**src/rtl/muldiv_pkg.sv**
```systemverilog
// muldiv_pkg: shared M-op ALU control codes and the sequencer state encoding.
// ALU_decoder and muldiv_sequencer both import these constants so the two
// always agree on which codes are multi-cycle operations.
package muldiv_pkg;

  localparam logic [3:0] MD_MPY  = 4'b1010;
  localparam logic [3:0] MD_MPYH = 4'b1011;
  localparam logic [3:0] MD_DIV  = 4'b1100;
  localparam logic [3:0] MD_MOD  = 4'b1101;

  typedef enum logic [1:0] {
    ST_IDLE = 2'd0,
    ST_CALC = 2'd1,
    ST_FIX  = 2'd2,
    ST_DONE = 2'd3
  } md_state_e;

  // True for the four codes this block acts on.
  function automatic logic is_md_op(input logic [3:0] code);
    return (code >= MD_MPY) && (code <= MD_MOD);
  endfunction

  // True for the codes that run the shift-subtract divider.
  function automatic logic is_div_op(input logic [3:0] code);
    return (code == MD_DIV) || (code == MD_MOD);
  endfunction

endpackage

```
**src/rtl/muldiv_step.sv**
```systemverilog
// muldiv_step: one radix-2 iteration on unsigned magnitudes.
//   multiply: {acc, mq} holds partial product / remaining multiplier bits;
//             operand is the multiplicand.
//   divide:   acc holds the partial remainder, mq shifts the dividend out at
//             the top and the quotient bits in at the bottom; operand is the
//             divisor. acc is XLEN+1 bits so a shifted remainder never overflows.
module muldiv_step
  import muldiv_pkg::*;
#(
  parameter int XLEN = 32
) (
  input  logic            is_div,
  input  logic [XLEN:0]   acc,
  input  logic [XLEN-1:0] mq,
  input  logic [XLEN-1:0] operand,
  output logic [XLEN:0]   acc_next,
  output logic [XLEN-1:0] mq_next
);

  logic [XLEN:0]   sum;
  logic [XLEN:0]   shifted;
  logic [XLEN+1:0] diff;

  // Shift-add for multiply, restoring shift-subtract for divide.
  always_comb begin
    sum      = acc + {1'b0, operand};
    shifted  = {acc[XLEN-1:0], mq[XLEN-1]};
    diff     = {1'b0, shifted} - {2'b00, operand};
    acc_next = acc;
    mq_next  = mq;
    if (is_div) begin
      if (!diff[XLEN+1]) begin
        acc_next = diff[XLEN:0];
        mq_next  = {mq[XLEN-2:0], 1'b1};
      end else begin
        acc_next = shifted;
        mq_next  = {mq[XLEN-2:0], 1'b0};
      end
    end else begin
      if (mq[0]) begin
        acc_next = {1'b0, sum[XLEN:1]};
        mq_next  = {sum[0], mq[XLEN-1:1]};
      end else begin
        acc_next = {1'b0, acc[XLEN:1]};
        mq_next  = {acc[0], mq[XLEN-1:1]};
      end
    end
  end

endmodule

```
**src/rtl/muldiv_sequencer.sv**
```systemverilog
// muldiv_sequencer: multi-cycle MPY/MPYH/DIV/MODULO unit beside the EX ALU.
// Optional feature macro: MULDIV_EARLY_OUT_EN -- zero operands, divide by
// zero and the MIN/-1 division case skip the iteration and finish in 2 cycles.
//
// Handshake: EX presents start with a valid M-op code; the op is accepted at
// the first rising edge where state==IDLE, start is high, the code is an M-op
// and flush is low. stall holds IF/ID/EX frozen from that cycle until FIX;
// done pulses for one cycle in DONE, where stall drops so the instruction
// retires. start seen in DONE is the same instruction and is ignored.
module muldiv_sequencer
  import muldiv_pkg::*;
#(
  parameter int XLEN = 32
) (
  input  logic            clk,
  input  logic            reset_n,
  input  logic            start,
  input  logic [3:0]      alu_ctrl,
  input  logic [XLEN-1:0] op_a,
  input  logic [XLEN-1:0] op_b,
  input  logic            flush,
  output logic            stall,
  output logic            busy,
  output logic            done,
  output logic [XLEN-1:0] result,
  output md_state_e       dbg_state
);

  localparam int CNT_W = $clog2(XLEN) + 1;

  md_state_e       state;
  logic [CNT_W-1:0] cnt;
  logic [XLEN:0]   acc;
  logic [XLEN-1:0] mq;
  logic [XLEN-1:0] opnd;
  logic [3:0]      code;
  logic            neg_q;
  logic            neg_a;
  logic            b_zero;

  logic [XLEN:0]     acc_next;
  logic [XLEN-1:0]   mq_next;
  logic [XLEN-1:0]   a_mag;
  logic [XLEN-1:0]   b_mag;
  logic [2*XLEN-1:0] prod_mag;
  logic [2*XLEN-1:0] prod;
  logic [XLEN-1:0]   quo;
  logic [XLEN-1:0]   rem;
  logic [XLEN-1:0]   fix_val;

`ifdef MULDIV_EARLY_OUT_EN
  logic            early;
  logic [XLEN-1:0] special;
  logic            early_hit;
  logic [XLEN-1:0] early_val;
  localparam logic [XLEN-1:0] XMIN = {1'b1, {(XLEN-1){1'b0}}};
`endif

  assign stall     = (state == ST_IDLE && start && is_md_op(alu_ctrl)) ||
                     state == ST_CALC || state == ST_FIX;
  assign busy      = (state != ST_IDLE);
  assign dbg_state = state;

  // Operand magnitudes; -2^(XLEN-1) maps to 2^(XLEN-1), exact as unsigned.
  always_comb begin
    a_mag = op_a[XLEN-1] ? -op_a : op_a;
    b_mag = op_b[XLEN-1] ? -op_b : op_b;
  end

  muldiv_step #(.XLEN(XLEN)) u_step (
    .is_div   (is_div_op(code)),
    .acc      (acc),
    .mq       (mq),
    .operand  (opnd),
    .acc_next (acc_next),
    .mq_next  (mq_next)
  );

  // Sign correction and result select applied in FIX.
  always_comb begin
    prod_mag = {acc[XLEN-1:0], mq};
    prod     = neg_q ? -prod_mag : prod_mag;
    quo      = neg_q ? -mq : mq;
    rem      = neg_a ? -acc[XLEN-1:0] : acc[XLEN-1:0];
    case (code)
      MD_MPY:  fix_val = prod[XLEN-1:0];
      MD_MPYH: fix_val = prod[2*XLEN-1:XLEN];
      MD_DIV:  fix_val = b_zero ? '1 : quo;
      default: fix_val = rem;
    endcase
`ifdef MULDIV_EARLY_OUT_EN
    if (early) fix_val = special;
`endif
  end

`ifdef MULDIV_EARLY_OUT_EN
  // Detect operand patterns whose result is known without iterating.
  always_comb begin
    early_hit = 1'b0;
    early_val = '0;
    if (is_div_op(alu_ctrl)) begin
      if (op_b == '0) begin
        early_hit = 1'b1;
        early_val = (alu_ctrl == MD_DIV) ? '1 : op_a;
      end else if (op_a == XMIN && op_b == '1) begin
        early_hit = 1'b1;
        early_val = (alu_ctrl == MD_DIV) ? op_a : '0;
      end else if (op_a == '0) begin
        early_hit = 1'b1;
      end
    end else if (op_a == '0 || op_b == '0) begin
      early_hit = 1'b1;
    end
  end
`endif

  // Sequencer FSM with operand, accumulator, counter and result registers.
  always_ff @(posedge clk) begin
    if (!reset_n) begin
      state  <= ST_IDLE;
      cnt    <= '0;
      done   <= 1'b0;
      result <= '0;
      acc    <= '0;
      mq     <= '0;
      opnd   <= '0;
      code   <= MD_MPY;
      neg_q  <= 1'b0;
      neg_a  <= 1'b0;
      b_zero <= 1'b0;
`ifdef MULDIV_EARLY_OUT_EN
      early   <= 1'b0;
      special <= '0;
`endif
    end else begin
      done <= 1'b0;
      if (flush && state != ST_IDLE) begin
        state <= ST_IDLE;
      end else begin
        case (state)
          ST_IDLE: begin
            if (start && !flush && is_md_op(alu_ctrl)) begin
              code   <= alu_ctrl;
              neg_a  <= op_a[XLEN-1];
              neg_q  <= op_a[XLEN-1] ^ op_b[XLEN-1];
              b_zero <= (op_b == '0);
              acc    <= '0;
              cnt    <= CNT_W'(XLEN);
              state  <= ST_CALC;
              if (is_div_op(alu_ctrl)) begin
                mq   <= a_mag;
                opnd <= b_mag;
              end else begin
                mq   <= b_mag;
                opnd <= a_mag;
              end
`ifdef MULDIV_EARLY_OUT_EN
              early   <= early_hit;
              special <= early_val;
              if (early_hit) state <= ST_FIX;
`endif
            end
          end
          ST_CALC: begin
            acc <= acc_next;
            mq  <= mq_next;
            cnt <= cnt - CNT_W'(1);
            if (cnt == CNT_W'(1)) state <= ST_FIX;
          end
          ST_FIX: begin
            result <= fix_val;
            done   <= 1'b1;
            state  <= ST_DONE;
          end
          default: state <= ST_IDLE;
        endcase
      end
    end
  end

endmodule
```
**config.mk**
```make
export PLATFORM = sky130hd
export DESIGN_NAME = muldiv_sequencer
export DESIGN_NICKNAME = d
export VERILOG_FILES = /design/src/rtl/muldiv_pkg.sv /design/src/rtl/muldiv_step.sv /design/src/rtl/muldiv_sequencer.sv
export SDC_FILE = /design/constraint.sdc
export NUM_CORES = 1
export LEC_CHECK = 0
export CELL_PAD_IN_SITES_DETAIL_PLACEMENT = 1
export CELL_PAD_IN_SITES_GLOBAL_PLACEMENT = 2
export CORE_ASPECT_RATIO = 1.2
export CORE_MARGIN = 5
export CORE_UTILIZATION = 35
export DETAILED_ROUTE_END_ITERATION = 8
export HOLD_SLACK_MARGIN = 0.1
export PLACE_DENSITY_LB_ADDON = 0.1
export SLEW_MARGIN = 20
export SYNTH_ARGS = -nofsm -noshare
export SYNTH_HDL_FRONTEND = slang
export SYNTH_SLANG_ARGS = --single-unit
```
**constraint.sdc**
```tcl
create_clock -name clk -period 4.3 [get_ports clk]
set_input_delay 0.645 -clock clk [delete_from_list [all_inputs] [get_ports clk]]
set_output_delay 0.645 -clock clk [all_outputs]
set_load 0.05 [all_outputs]
```
# --- Yosys cells after proc, flatten, opt, wreduce, memory -nomap -nowiden ---
# Index checks and enable logic that the tools add are counted.
totals:
  register_bits: 145
  latch_bits: 0
  ramBits: 0
  rom_bits: 0
  input_bits: 72
  out_inout_bits: 37
  mem_count: 0
classes:
  add_sub_neg: 8
  n_mul: 0
  div_mod_pow: 0
  magnitude_cmp: 2
  eq_ne: 11
  shift: 0
  mux: 25
  bitwise_logic: 3
  n_reduce_logical: 20
ops:
  columns: ["op", "count"]
  rows:
  - ["32-bit 2-to-1 mux", 11]
  - ["32-bit negation", 4]
  - ["33-bit 2-to-1 mux", 3]
  - ["32-bit case mux with 3 select lines", 1]
  - ["33-bit case mux with 2 select lines", 1]
  - ["64-bit 2-to-1 mux", 1]
  - ["64-bit negation", 1]
  - ["32-bit case mux with 2 select lines", 1]
  - ["33-bit by 32-bit subtractor with 34-bit output", 1]
  - ["33-bit by 32-bit adder with 33-bit output", 1]
  - ["32-bit zero test", 1]
  - ["4-bit equality test (second input constant)", 6]
  - ["6-bit case mux with 2 select lines", 1]
  - ["6-bit by 1-bit equality test with 1-bit output (second input constant)", 1]
  - ["1-bit logical AND", 6]
  - ["6-bit 2-to-1 mux", 1]
  - ["2-bit case mux with 3 select lines", 1]
  - ["3-bit AND reduction", 2]
  - ["6-bit by 1-bit subtractor with 6-bit output (second input constant)", 1]
  - ["4-bit >= comparator (second input constant)", 1]
  - ["4-bit less-or-equal comparator (second input constant)", 1]
  - ["1-bit logical OR", 4]
  - ["2-bit 2-to-1 mux", 2]
  - ["2-bit by 1-bit inequality test with 1-bit output (second input constant)", 2]
  - ["other kinds (10)", 14]

# --- Longest topological paths before layout ---
# Gate-level depths: netlist (run 1).
depth:
  word_depth: 5
  depth_mapped: 15

# --- Hierarchy ---
# From an unflattened synthesis (run 1), not the netlist that was laid out.
hier_totals:
  hier_cells: 2037
  area_unflattened_um2: 14806.7
by_module_without_submodules:
  columns: ["module", "instances", "cells_each", "area_each_um2"]
  rows:
  - ["muldiv_sequencer", 1, 1351, 9990.8]
  - ["muldiv_step", 1, 686, 4815.9]

# --- Least setup slack after synthesis (run 1) ---
# Ideal clock, no wire load.
synth_path:
  kind: "input to register"
  start: "input op_a[18]"
  end: "register mq[29]"
  setup_time_ps: 70
  t_arrival_ps: 3250
  required_time_ps: 4230
  path_slack_ps: 981
  cell_stages: 10
  path_buffers: 0
  cell_sequence: "or4_4 -> or4_1 -> or4_1 -> or3_1 -> o31ai_2 -> xnor2_1 -> nor2_1 -> a211oi_1 -> a21oi_1 -> a21oi_1"
synth_via:
  elab_chain_len: 5
synth_lines:
  columns: ["element", "line_no", "source"]
  rows:
  - ["start: declaration", "muldiv_sequencer.sv:19", "input logic [XLEN-1:0] op_a,"]
  - ["32-bit negation", "muldiv_sequencer.sv:66", "a_mag = op_a[XLEN-1] ? -op_a : op_a;"]
  - ["32-bit 2-to-1 mux", "muldiv_sequencer.sv:66", null]
  - ["32-bit 2-to-1 mux", "muldiv_sequencer.sv:150", "if (is_div_op(alu_ctrl)) begin"]
  - ["32-bit 2-to-1 mux", "muldiv_sequencer.sv:142", "if (start && !flush && is_md_op(alu_ctrl)) begin"]
  - ["32-bit case mux with 2 select lines", "muldiv_sequencer.sv:140", "case (state)"]
  - ["end signal: assignment", "muldiv_sequencer.sv:151", "mq <= a_mag;"]
  - ["end signal: assignment", "muldiv_sequencer.sv:154", "mq <= b_mag;"]
  - ["end signal: assignment", "muldiv_sequencer.sv:166", "mq <= mq_next;"]
  - ["end: declaration", "muldiv_sequencer.sv:34", "logic [XLEN-1:0] mq;"]
# No other way between the ends. The select of a mux whose other input is x is not followed.
# A chain may end at the register's enable or synchronous reset.

# --- Worst setup path in the final report (run 1) ---
layout_path:
  start: "register mq[12]"
  end: "register result[12]"
layout_via:
  elab_chain_len: 4
  elab_cells_between_ends: 6
layout_lines:
  columns: ["element", "line_no", "source"]
  rows:
  - ["32-bit negation", "muldiv_sequencer.sv:83", "quo = neg_q ? -mq : mq;"]
  - ["32-bit 2-to-1 mux", "muldiv_sequencer.sv:83", null]
  - ["32-bit 2-to-1 mux", "muldiv_sequencer.sv:88", "MD_DIV: fix_val = b_zero ? '1 : quo;"]
  - ["32-bit case mux with 3 select lines (*)", "muldiv_sequencer.sv:85", "case (code)"]
  - ["end signal: assignment", "muldiv_sequencer.sv:171", "result <= fix_val;"]
  - ["end: declaration", "muldiv_sequencer.sv:25", "output logic [XLEN-1:0] result,"]
# Every way passes the cells marked *; elsewhere a longest branch is shown, timed or not.

==> results of run 1 <==
[critical path, delay by kind of cell (launching register included)]
family | cells | cell delay (ns)
flip-flops | 1 | 0.41
AND/OR/NAND/NOR | 5 | 1.96
AO/OA/AOI/OAI | 3 | 1.13
XOR/XNOR | 1 | 0.11
[synthesized netlist by cell type, types with 21 or more instances]
cell type	number	share of area, %
sky130_fd_sc_hd__nand2_1	331	8.6
sky130_fd_sc_hd__o21ai_0	164	5.7
sky130_fd_sc_hd__a21oi_1	163	5.6
sky130_fd_sc_hd__clkbuf_1	145	3.8
sky130_fd_sc_hd__dfxtp_1	145	20
sky130_fd_sc_hd__nor2_1	133	3.5
sky130_fd_sc_hd__xnor2_1	110	6.7
sky130_fd_sc_hd__xor2_1	99	6.0
sky130_fd_sc_hd__ha_1	74	6.4
sky130_fd_sc_hd__inv_1	63	1.6
sky130_fd_sc_hd__nand3_1	48	1.7
sky130_fd_sc_hd__o211ai_1	47	2.4
sky130_fd_sc_hd__a211oi_1	39	2.0
sky130_fd_sc_hd__o31ai_1	39	2.0
sky130_fd_sc_hd__a21boi_0	30	1.6
sky130_fd_sc_hd__a21o_1	30	1.6
sky130_fd_sc_hd__nor2b_1	28	1.2
sky130_fd_sc_hd__nor3_1	24	0.83
sky130_fd_sc_hd__o41ai_1	24	1.5
sky130_fd_sc_hd__mux2i_1	23	1.6
sky130_fd_sc_hd__o211a_1	21	1.5
[final timing paths]
kind                               start                      end  slack, ns  cells after the start
setup / recovery     mq[12]$_SDFFE_PN0P_  result[12]$_SDFFE_PN0P_       0.58                      9
hold / removal    result[2]$_SDFFE_PN0P_   result[2]$_SDFFE_PN0P_       0.47                      2
setup reg to reg     mq[12]$_SDFFE_PN0P_  result[12]$_SDFFE_PN0P_       0.58                      9
hold reg to reg   result[2]$_SDFFE_PN0P_   result[2]$_SDFFE_PN0P_       0.47                      2
[flip-flops by register name, indices dropped and copies added (netlist names)]
register / count
b_zero: 1
done: 1
neg_a: 1
opnd: 32
dbg_state: 2
neg_q: 1
mq: 32
acc: 33
code: 4
result: 32
cnt: 6
[area by class of cell]
cell class / count / share of cell area [%]
multi-input combinational: 1678 / 63.7
sequential: 145 / 17.3
timing repair buffer: 183 / 9.83
tap: 539 / 4.01
clock buffer: 18 / 2.61
inverter: 64 / 1.43
clock inverter: 14 / 1.15
[where the power goes]
part           switching, mW  leakage (nW)  internal [mW]  total (mW)
logic                   1.56          5.39          0.824        2.38
registers              0.125          1.17           1.43        1.56
clock network          0.718         0.305          0.950        1.67
total                   2.40          6.87           3.21        5.61
[kinds of logic (layout without fill, tap and decap cells)]
logic type	count (synthesis)	in the layout	synth area share, %
AO/OA/AOI/OAI	681	681	31.1
XOR/XNOR	209	209	12.7
adder cells (fa/ha/maj)	76	76	6.69
buffers and inverters	227	279	6.00
flip-flops	145	145	20.1
multiplexers	24	24	1.67
AND/OR/NAND/NOR	688	688	21.7
[layer usage]
| layer | up-vias | GRT usage [%] |
|---|---|---|
| met4 | 0 | 7.20 |
| met2 | 323 | 46.7 |
| met5 | - | 0 |
| li1 | 7456 | - |
| met1 | 7593 | 33.6 |
| met3 | 58 | 2.48 |
[per-stage QoR]
stage               instance area [um^2]  setup slack, ns  total power, mW  util (%)  std cells
finish                             16800            0.577             5.61      41.3       2641
detailed placement                 16200            0.243             3.96      39.7       2609
CTS                                16800            0.602             5.64      41.3       2641
global route                       16800            0.366             5.91      41.3       2641
global placement                   16200            0.299             3.93      39.7       2609
floorplan                          14400            0.981             3.08         -       2050
==> results.cfg, run 1 <==
[status]
run_status = finished clean

[global_route]
grt_antenna_before_repair = 0
vias_in_the_first_global_route = 15800
grt_start_max_net_pins = 66
global_route.overflow_total = 0
grt_pass1_wl_um = 93700
track_usage_pct = 26.1

[logic_synthesis]
ys_warn_count = 0
synth_seq_cells = 145
synth-main-ff-cell = sky130_fd_sc_hd__dfxtp_1
ys_types = 71
synth_seq_area_share_pct = 20.1
synthesis.area_per_instance_um2 = 7.04
postSynth.asyncResetShare_pct = 0
synth.net_count = 2198
netlist_area_mm2 = 0.0144
synthCells = 2050
number_of_enable_flip_flop_cells_after_synthesis = 0

[timing]
finClkSkew_ns = 0.0161
fin_setup_tns_ns = 0
fin_hold_ws_ns = 0.474
post-route-min-period_ns = 3.72
slew_viol_final = 0
achievable-frequency_mhz = 269
fin_crit_sh_pct = 86.6
worst_pin_slew_ns = 1.11
rsz0062_at_grt = no
report.final.hold_viol_count = 0
report.final.setup_viol = 0
slew-limit-headroom_pct = 25.4

[critical_path]
worstSetupPathType = register to register
start_kind = register
critPathMaxFanout = 11
setup.worst_path.end_class = register
cp.required_ns = 4.64
cp_slowest_stage_delay_ns = 0.65
critical-path-slowest-cell = sky130_fd_sc_hd__or4_1
worstPathCellList = or4_1 > nor4_1 > nand4_1 > nor2_1 > nand2_1 > o41ai_1 > xnor2_1 > a221oi_1 > a21oi_1
critPathArrivalTime_ns = 4.06

[floorplanning]
fp.dieH_um = 233
start_util_pct = 35.4
die_width_um = 195
top_level_ports = 109
total_die_area_mm2 = 0.0454
placement_rows = 81
floorplan.core_area_mm2 = 0.0407

[finish]
diodes = 0
fillers = 5141
ff_latch_area_mm2 = 0.00291
layout-area-overhead-vs-synth_pct = 16.5
layout-drive-gt1-share_pct = 6.52
multiInputGateArea_mm2 = 0.0107
commonest_cells_after_routing_fill_and_taps_aside = sky130_fd_sc_hd__nand2_1 (331), sky130_fd_sc_hd__o21ai_0 (163), sky130_fd_sc_hd__a21oi_1 (161)
mostFrequentLayoutCell = sky130_fd_sc_hd__nand2_1
layout.nets = 2237

[clock_tree]
total_cts_buffers = 17
postCtsSetupBuffers = 0
clkSlewWorstSetupHoldPaths_ns = 0.07
cts-htree-levels = 4
holdBufCountCts = 0
ctsLongestPathBuffers = 2
cts_repair_resize_count = 0
clock_tree_from_tritoncts = done
cts_root_buffer = sky130_fd_sc_hd__clkbuf_16
clock_sink_total = 145
clkLatencyLatePin_ns = 0.47

[detailed_routing]
routed_wire_per_std_cell_um = 22.9
post_drt_via_cell_ratio = 5.84
detail_route.wirelength_um = 60500
met2_length_um = 30400
first_pass_iteration_count_of_the_detailed_router = 5
wl_met3_um = 1840
via_count = 15400
top_layer = met4
first_iter_violations = 891
final_antenna_net_count = 0
route.layer.met1.wl_um = 27000
drt_drc_violations_left = 0

[place]
place.gp.congestion = 0.912
buffer_ports.inserted = 108
dpl.hpwl_um = 47800

[power]
power_density_mw_per_mm2 = 333
static-leakage-power_nw = 6.87
peakVddDrop_v = 0.000304

[worst_hold_path]
holdCritPathClass = register to register

[flow_run]
drv_cap = 0
Note: power is estimated with default switching activity, not from simulation.
==> run 2: changes to the inputs <==
--- a/config.mk
+++ b/config.mk
@@ -13,6 +13,7 @@
 export DETAILED_ROUTE_END_ITERATION = 8
 export HOLD_SLACK_MARGIN = 0.1
 export PLACE_DENSITY_LB_ADDON = 0.1
+export REMOVE_ABC_BUFFERS = 1
 export SLEW_MARGIN = 20
 export SYNTH_ARGS = -nofsm -noshare
 export SYNTH_HDL_FRONTEND = slang
==> run 2 against run 1 <==
Sequential share of layout area is essentially flat. Count of clock-buffer cells in the layout is the same. Largest cell class unchanged. Hold slack gained 0.029 ns. Register-to-register slack gained 0.03 ns.
==> results.cfg, run 2 (same netlist as run 1, synthesis figures left out) <==
[detailed_routing]
via_count = 15400
post_drt_via_cell_ratio = 5.84
first_pass_iteration_count_of_the_detailed_router = 5
detail_route.wirelength_um = 60200
drt_drc_violations_left = 0
first_iter_violations = 999
routed_wire_per_std_cell_um = 22.8
final_antenna_net_count = 0

[place]
place.gp.congestion = 0.953
preCtsSetupSlack_ns = 0.225
post-place-cells = 2607
dpl.hpwl_um = 47100
detailed_place.area_mm2 = 0.0162
buffer_ports.inserted = 108

[timing]
fin_setup_tns_ns = 0
slew_viol_final = 0
report.final.hold_viol_count = 0
finClkSkew_ns = 0.0182
report.final.setup_viol = 0
achievable-frequency_mhz = 271
slew-limit-headroom_pct = 30.9
worst_pin_slew_ns = 1.03
post-route-min-period_ns = 3.69
layout_setup_ws_ns = 0.608
fin_hold_ws_ns = 0.504
fin_crit_sh_pct = 85.8
rsz0062_at_grt = no

[clock_tree]
clock_tree_from_tritoncts = done
clkSlewWorstSetupHoldPaths_ns = 0.07
cts_root_buffer = sky130_fd_sc_hd__clkbuf_16
postCtsSetupBuffers = 0
clock_sink_total = 145
ctsLongestPathBuffers = 2
clkLatencyLatePin_ns = 0.47
cts-htree-levels = 4
holdBufCountCts = 0
total_cts_buffers = 17
cts_repair_resize_count = 0

[finish]
fillers = 5111
max_flop_register = acc
layout.nets = 2235
layout-drive-gt1-share_pct = 6.43
final_util_pct = 41.2
final_area_mm2 = 0.0168
fin_cells = 2639
largest_register_ff_count = 33
diodes = 0
layout-area-overhead-vs-synth_pct = 16.3
mostFrequentLayoutCell = sky130_fd_sc_hd__nand2_1
commonest_cells_after_routing_fill_and_taps_aside = sky130_fd_sc_hd__nand2_1 (330), sky130_fd_sc_hd__o21ai_0 (163), sky130_fd_sc_hd__a21oi_1 (161)

[critical_path]
critical-path-slowest-cell = sky130_fd_sc_hd__fa_1
worstSetupPathType = register to register
critical_path.most_common_cell = sky130_fd_sc_hd__a21oi_1
critPathMaxFanout = 7
cp.required_ns = 4.66
setup.worst_path.end_class = register
cp_slowest_stage_delay_ns = 0.50
worstPathCellList = inv_1 > fa_1 > nand2b_1 > a21oi_1 > o21ai_0 > o221a_2 > o21ai_0 > buf_4 > a41oi_1 > a21oi_1 > mux2i_1 > a21oi_1 > a22o_1
worst-path-buf-inv = 2
critPathArrivalTime_ns = 4.05
timing.critical_path.max_delay_family = compound AO/OA/AOI/OAI gates
start_kind = register

[power]
static-leakage-power_nw = 6.85
power_density_mw_per_mm2 = 332
peakVddDrop_v = 0.000268
total_power_mw = 5.58

[global_route]
grt_pass1_wl_um = 93300
vias_in_the_first_global_route = 15700
grt_antenna_before_repair = 1
track_usage_pct = 26.0
grt_start_max_net_pins = 63
global_route.overflow_total = 0

[worst_hold_path]
holdCritPathClass = register to register

[status]
run_status = finished clean

[flow_run]
drv_cap = 0

[floorplanning]
placement_rows = 81
total_die_area_mm2 = 0.0454
floorplan.core_area_mm2 = 0.0407
start_util_pct = 35.4
die_width_um = 195
top_level_ports = 109
fp.dieH_um = 233
[run 2: cell count changes in the layout (fill, tap and decap cells not counted)]
cell and change:
sky130_fd_sc_hd__o21ai_1 +1, sky130_fd_sc_hd__nand2_1 -1, sky130_fd_sc_hd__inv_8 -2, sky130_fd_sc_hd__buf_4 -3, sky130_fd_sc_hd__buf_12 +1, sky130_fd_sc_hd__nand2_2 +1
sky130_fd_sc_hd__o21ai_2 -1, sky130_fd_sc_hd__a2111oi_1 -1, sky130_fd_sc_hd__a2111oi_0 +1, sky130_fd_sc_hd__clkinv_4 -1, sky130_fd_sc_hd__inv_6 +4, sky130_fd_sc_hd__bufinv_16 -1
[run 2: path summary, 6_finish.rpt]
path / slack [ns] / cells after the start / from / to
worst max-delay path: 0.61 / 13 / acc[1]$_SDFFE_PN0P_ / acc[31]$_SDFFE_PN0P_
worst min-delay path: 0.50 / 2 / opnd[4]$_SDFFE_PN0P_ / opnd[4]$_SDFFE_PN0P_
worst max register to register: 0.61 / 13 / acc[1]$_SDFFE_PN0P_ / acc[31]$_SDFFE_PN0P_
worst min register to register: 0.50 / 2 / opnd[4]$_SDFFE_PN0P_ / opnd[4]$_SDFFE_PN0P_
[run 2: metal layers]
metal,vias to the layer above,part of all wire (%),global-route usage [%]
met4,0,3.3,9.19
met1,7538,45,33.4
li1,7447,-,-
met3,93,3.3,2.78
met2,330,48,45.3
met5,-,0,0
[run 2: area by class of cell]
type                    instances  area, um^2  share of cell area [%]
flip-flops and latches        145        2910                    17.3
clock inverters                14         168                   0.998
inverters                      64         240                    1.43
repair buffers                181        1650                    9.83
multi-input cells            1678       10700                    63.8
clock buffers                  18         439                    2.62
well taps                     539         674                    4.02
[run 2: worst min-delay path, delay by kind of cell (launching register included)]
kind / cells / cell delay (ns)
simple gates: 1 / 0.06
flops: 1 / 0.33
compound gates: 1 / 0.07
[run 2: report_power, final]
group          internal [mW]  leakage, nW  switching [mW]  total [mW]
logic                  0.851         5.38            1.56        2.41
registers               1.43         1.17           0.130        1.56
clock network          0.891        0.293           0.716        1.61
total                   3.17         6.85            2.40        5.58
